## src/rtl/wave_table_loader.sv

```systemverilog
// Waveform table feeder for the DDS engine: emits exactly 256 samples per load,
// either a built-in shape or host-streamed bytes, zero-filling on abort.
module wave_table_loader #(
    parameter int unsigned GAP = 0
) (
    input  logic       clk,
    input  logic       rst,
    input  logic       start,
    input  logic [1:0] wave_sel,
    input  logic [7:0] duty,
    input  logic       abort,
    input  logic       s_valid,
    input  logic [7:0] s_data,
    output logic       s_ready,
    output logic       wave_wr_pulse,
    output logic [7:0] wave_data,
    output logic       busy,
    output logic       done,
    output logic       last_aborted
);

    typedef enum logic [2:0] {
        S_IDLE,
        S_GEN,
        S_STREAM,
        S_FILL,
        S_DONE
    } state_t;

    localparam logic [7:0] GAP_V = 8'(GAP);

    state_t     state_q, state_d;
    logic [8:0] idx_q, idx_d;
    logic [7:0] gap_q, gap_d;
    logic [1:0] sel_q, sel_d;
    logic [7:0] duty_q, duty_d;
    logic       wr_q, wr_d;
    logic [7:0] data_q, data_d;
    logic       done_q, done_d;
    logic       lab_q, lab_d;

    function automatic logic [7:0] gen_sample(input logic [1:0] sel, input logic [7:0] dty,
                                              input logic [7:0] ix);
        logic [7:0] ti;
        ti = 8'd255 - ix;
        case (sel)
            2'd0:    gen_sample = (ix < dty) ? 8'hFF : 8'h00;
            2'd1:    gen_sample = ix[7] ? {ti[6:0], 1'b0} : {ix[6:0], 1'b0};
            2'd2:    gen_sample = ix;
            default: gen_sample = 8'h00;
        endcase
    endfunction

    always_comb begin
        state_d = state_q;
        idx_d   = idx_q;
        gap_d   = (gap_q != 8'd0) ? gap_q - 8'd1 : 8'd0;
        sel_d   = sel_q;
        duty_d  = duty_q;
        wr_d    = 1'b0;
        data_d  = 8'h00;
        done_d  = 1'b0;
        lab_d   = lab_q;
        case (state_q)
            S_IDLE: begin
                if (start && !abort) begin
                    sel_d   = wave_sel;
                    duty_d  = duty;
                    idx_d   = 9'd0;
                    gap_d   = 8'd0;
                    lab_d   = 1'b0;
                    state_d = (wave_sel == 2'd3) ? S_STREAM : S_GEN;
                end
            end
            S_GEN, S_STREAM, S_FILL: begin
                if (abort && state_q != S_FILL) begin
                    state_d = S_FILL;
                    lab_d   = 1'b1;
                end else if (gap_q == 8'd0 && (state_q != S_STREAM || s_valid)) begin
                    wr_d  = 1'b1;
                    idx_d = idx_q + 9'd1;
                    gap_d = GAP_V;
                    if (state_q == S_GEN)    data_d = gen_sample(sel_q, duty_q, idx_q[7:0]);
                    if (state_q == S_STREAM) data_d = s_data;
                    if (idx_q == 9'd255)     state_d = S_DONE;
                end
            end
            S_DONE: begin
                // first DONE cycle carries the final pulse; done follows one cycle later
                if (done_q) state_d = S_IDLE;
                else        done_d  = 1'b1;
            end
            default: state_d = S_IDLE;
        endcase
    end

    always_ff @(posedge clk) begin
        if (rst) begin
            state_q <= S_IDLE;
            idx_q   <= 9'd0;
            gap_q   <= 8'd0;
            sel_q   <= 2'd0;
            duty_q  <= 8'd0;
            wr_q    <= 1'b0;
            data_q  <= 8'h00;
            done_q  <= 1'b0;
            lab_q   <= 1'b0;
        end else begin
            state_q <= state_d;
            idx_q   <= idx_d;
            gap_q   <= gap_d;
            sel_q   <= sel_d;
            duty_q  <= duty_d;
            wr_q    <= wr_d;
            data_q  <= data_d;
            done_q  <= done_d;
            lab_q   <= lab_d;
        end
    end

    assign s_ready       = (state_q == S_STREAM) && (gap_q == 8'd0) && !abort;
    assign busy          = (state_q != S_IDLE);
    assign wave_wr_pulse = wr_q;
    assign wave_data     = data_q;
    assign done          = done_q;
    assign last_aborted  = lab_q;

endmodule

```

## config.mk

```make
export PLATFORM = sky130hd
export DESIGN_NAME = wave_table_loader
export DESIGN_NICKNAME = d
export VERILOG_FILES = /design/src/rtl/wave_table_loader.sv
export SDC_FILE = /design/constraint.sdc
export NUM_CORES = 1
export LEC_CHECK = 0
export BUFFER_PORTS_ARGS = -buffer_cell sky130_fd_sc_hd__buf_2
export CORE_ASPECT_RATIO = 0.5
export CORE_MARGIN = 5
export CORE_UTILIZATION = 58
export CTS_BUF_LIST = sky130_fd_sc_hd__clkbuf_2 sky130_fd_sc_hd__clkbuf_4 sky130_fd_sc_hd__clkbuf_8
export DETAILED_ROUTE_END_ITERATION = 16
export GPL_TIMING_DRIVEN = 0
export PLACE_DENSITY = 0.82
export RECOVER_POWER = 50
export SLEW_MARGIN = 30
export SYNTH_ARGS = -nofsm -noshare
export SYNTH_HDL_FRONTEND = slang
export SYNTH_SLANG_ARGS = --single-unit
```

## constraint.sdc

```tcl
create_clock -name clk -period 2.15 [get_ports clk]
set_input_delay 0.1075 -clock clk [delete_from_list [all_inputs] [get_ports clk]]
set_output_delay 0.1075 -clock clk [all_outputs]
set_load 0.01 [all_outputs]
```

==> results.json <==
{
  "ant_nets": 0,
  "cts_buffers": 5,
  "yosysWarningCount": 0,
  "comb_power_share": 0.187,
  "clock_latency_ns": 0.30,
  "crit_start": "idx_q[1]",
  "relSlewSlack": 0.424,
  "endpoint_kind": "flop",
  "synth_compound_area_frac": 0.243,
  "yosys.area.top_type": "dfxtp_1",
  "num_vias": 2101,
  "worstSetupStartpointType": "flop",
  "synth_xor_area_frac": 0.0428,
  "dr.pass1.iters": 5,
  "grt_max_degree": 13,
  "min-delay-start": "duty[1]",
  "switching_share": 0.290,
  "outcome": "finished clean",
  "area_delta_synth_final_pct": 14.6,
  "ctsHoldBuffers": 0,
  "cp_data_arrival_time_ns": 2.28,
  "die_x_um": 98.1,
  "root_buffer": "clkbuf_8",
  "initial_core_util": 0.588,
  "synth-async-reset-ratio": 0,
  "yosys-mux-area-fraction": 0,
  "ys_seq_area_frac": 0.365,
  "seqCellArea_um2": 821,
  "vdd_drop_max_uv": 353,
  "period_minus_slack_ns": 2.08,
  "fmax_ghz": 0.481,
  "required_ns": 2.35,
  "grt_pass1_vias": 1936,
  "grt_first_pass_wirelength_mm": 8.78,
  "yosysMostFrequentCell": "dfxtp_1",
  "ios": 36,
  "dieHeight_um": 54.0,
  "finalMaxSlewViolations": 0,
  "yosys-top-cells-area": "dfxtp_1 (37%), a21oi_1 (6.9%), ha_1 (6.7%), nand2_1 (6.2%), xor2_1 (3.1%)",
  "stdcell_area_mm2": 0.00258,
  "fin_skew_ns": 0.00618,
  "grt.total_usage": 0.211,
  "clock_power_share": 0.334,
  "syn_area_mm2": 0.00225,
  "core_mm2": 0.00382,
  "synth-simple-area-share": 0.218,
  "htree_levels": 2,
  "p_leak_nw": 1.01,
  "ys_types": 58,
  "timing.final.crit_share": 0.966,
  "wl_per_cell_um": 15.1,
  "hold_violations": 0,
  "hold_class": "in -> reg",
  "multi_input_area_mm2": 0.00129,
  "synth-edff-count": 0,
  "via_per_inst": 5.89,
  "yosysTopAreaCellShare": 0.365,
  "tns_ns": 0,
  "crit_path_max_fanout": 7,
  "fin_util": 0.674,
  "antenna_found_initial": 0,
  "dp.cells": 348,
  "grt_overflow": 0,
  "fillers": 322,
  "n_antenna_cell": 0,
  "fin_cells": 357,
  "cts_sinks": 41,
  "row_count": 16,
  "gp_congestion": 0.821,
  "reg2reg_from": "idx_q[1]",
  "drt-initial-drc-count": 92,
  "totalWireLength_mm": 5.41,
  "clockBufferDepth": 2,
  "synthAdderAreaFrac": 0.0712,
  "p_int_mw": 1.20,
  "ys.flop_type": "dfxtp_1",
  "placed_area_mm2": 0.00249,
  "p_per_area_mw_per_mm2": 655,
  "seqPwrFrac": 0.480,
  "drive_above_1_share": 0.158,
  "io_buffers": 34,
  "synth_fp_nets": 295,
  "syn_area_per_cell_um2": 8.65,
  "synthCells": 260,
  "nNetsFinal": 337,
  "tightestPinTransition_ns": 0.862,
  "synth_top_family_by_area": "compound AO/OA/AOI/OAI gates",
  "max-cap-violations": 0,
  "grt_setup_unrepaired": "no",
  "critPathKind": "reg -> reg",
  "die_area_mm2": 0.00530,
  "hpwlAfterDp_mm": 3.90,
  "finalSetupViolCount": 0,
  "p_sw_mw": 0.489,
  "synthTopCellsByCount": "dfxtp_1 (41), nand2_1 (37), a21oi_1 (31)",
  "drc": 0,
  "clk_transition_reported_paths_ns": 0.08,
  "ys_seq_elements": 41,
  "cts_tree": "yes"
}
[metrics by stage]
step                      hold WS, ns  setup WS, ns  total power [mW]
after detailed placement        0.354         0.101              1.13
after global placement          0.350         0.224              1.12
after global routing           0.0502       0.00190              1.76
after floorplan                 0.243         0.474              1.04
after CTS                      0.0371        0.0178              1.69
final                          0.0415        0.0732              1.69
[final cells by class]
type | count | area share
clock buffer | 7 | 0.0374
multi-input combinational | 190 | 0.501
timing repair buffer | 35 | 0.0617
buffer | 13 | 0.0301
clock inverter | 1 | 0.00194
sequential | 41 | 0.318
tap | 54 | 0.0262
inverter | 16 | 0.0233
[routing by layer]
layer,part of all wire,track usage,vias to the layer above
met1,0.44,0.254,988
met3,0.082,0.0660,10
li1,-,-,1030
met4,0.013,0.101,0
met5,0,0,-
met2,0.47,0.355,73
[sequential cells by signal (all words and copies together), names as in the netlist]
signal         flops
state_q            3
idx_q              9
wave_data          8
duty_q             8
sel_q              2
gap_q              8
wave_wr_pulse      1
last_aborted       1
done               1
[power by group through the flow]
stage	combinational, mW	sequential [mW]	clock [mW]
floorplan	0.215	0.824	0
global placement	0.296	0.825	0
detailed placement	0.306	0.826	0
CTS	0.310	0.808	0.570
global route	0.347	0.813	0.601
finish	0.315	0.810	0.563
[layout by cell type (no fill, tap or decap), drive strengths merged, types with 3 or more instances in the layout]
cell,instances
dfxtp,41
nand2,37
a21oi,31
buf,29
clkbuf,26
inv,16
nor2,16
ha,12
xor2,8
o21ai,7
o31ai,5
a22oi,5
a311oi,5
a211oi,5
nand3,4
or4,4
nor3b,4
a2111oi,4
xnor2,3
or3,3
or4b,3
[worst paths after layout]
kind / slack (ns) / end / cells after the start
worst max-delay path: 0.07 / wave_data[2] / 4
worst min-delay path: 0.04 / duty_q[1] / 3
worst max register to register: 0.07 / wave_data[2] / 4
worst min register to register: 0.44 / done / 1
[cell families after synthesis]
kind of cell	Yosys count
DFF	41
buffers and inverters	29
xor gates and xnor gates	11
and+or+nand+nor	89
adders and majority gates	13
AOI/OAI and AO/OA	77
[repair_timing]
item,4_1_cts,5_1_grt
gates resized for setup,1,3
setup buffers,0,1
setup endpoints to repair,1,8
cloned,0,0
hold endpoints to repair,0,0
pin swaps,0,0
[critical path: stages, from the launching register on]
cell and delay (ns):
dfxtp_1 0.48, ha_1 0.28, a2111oi_0 0.53, o21ai_1 0.34, a311oi_1 0.34
No activity file was read; power rests on OpenSTA's default activity.
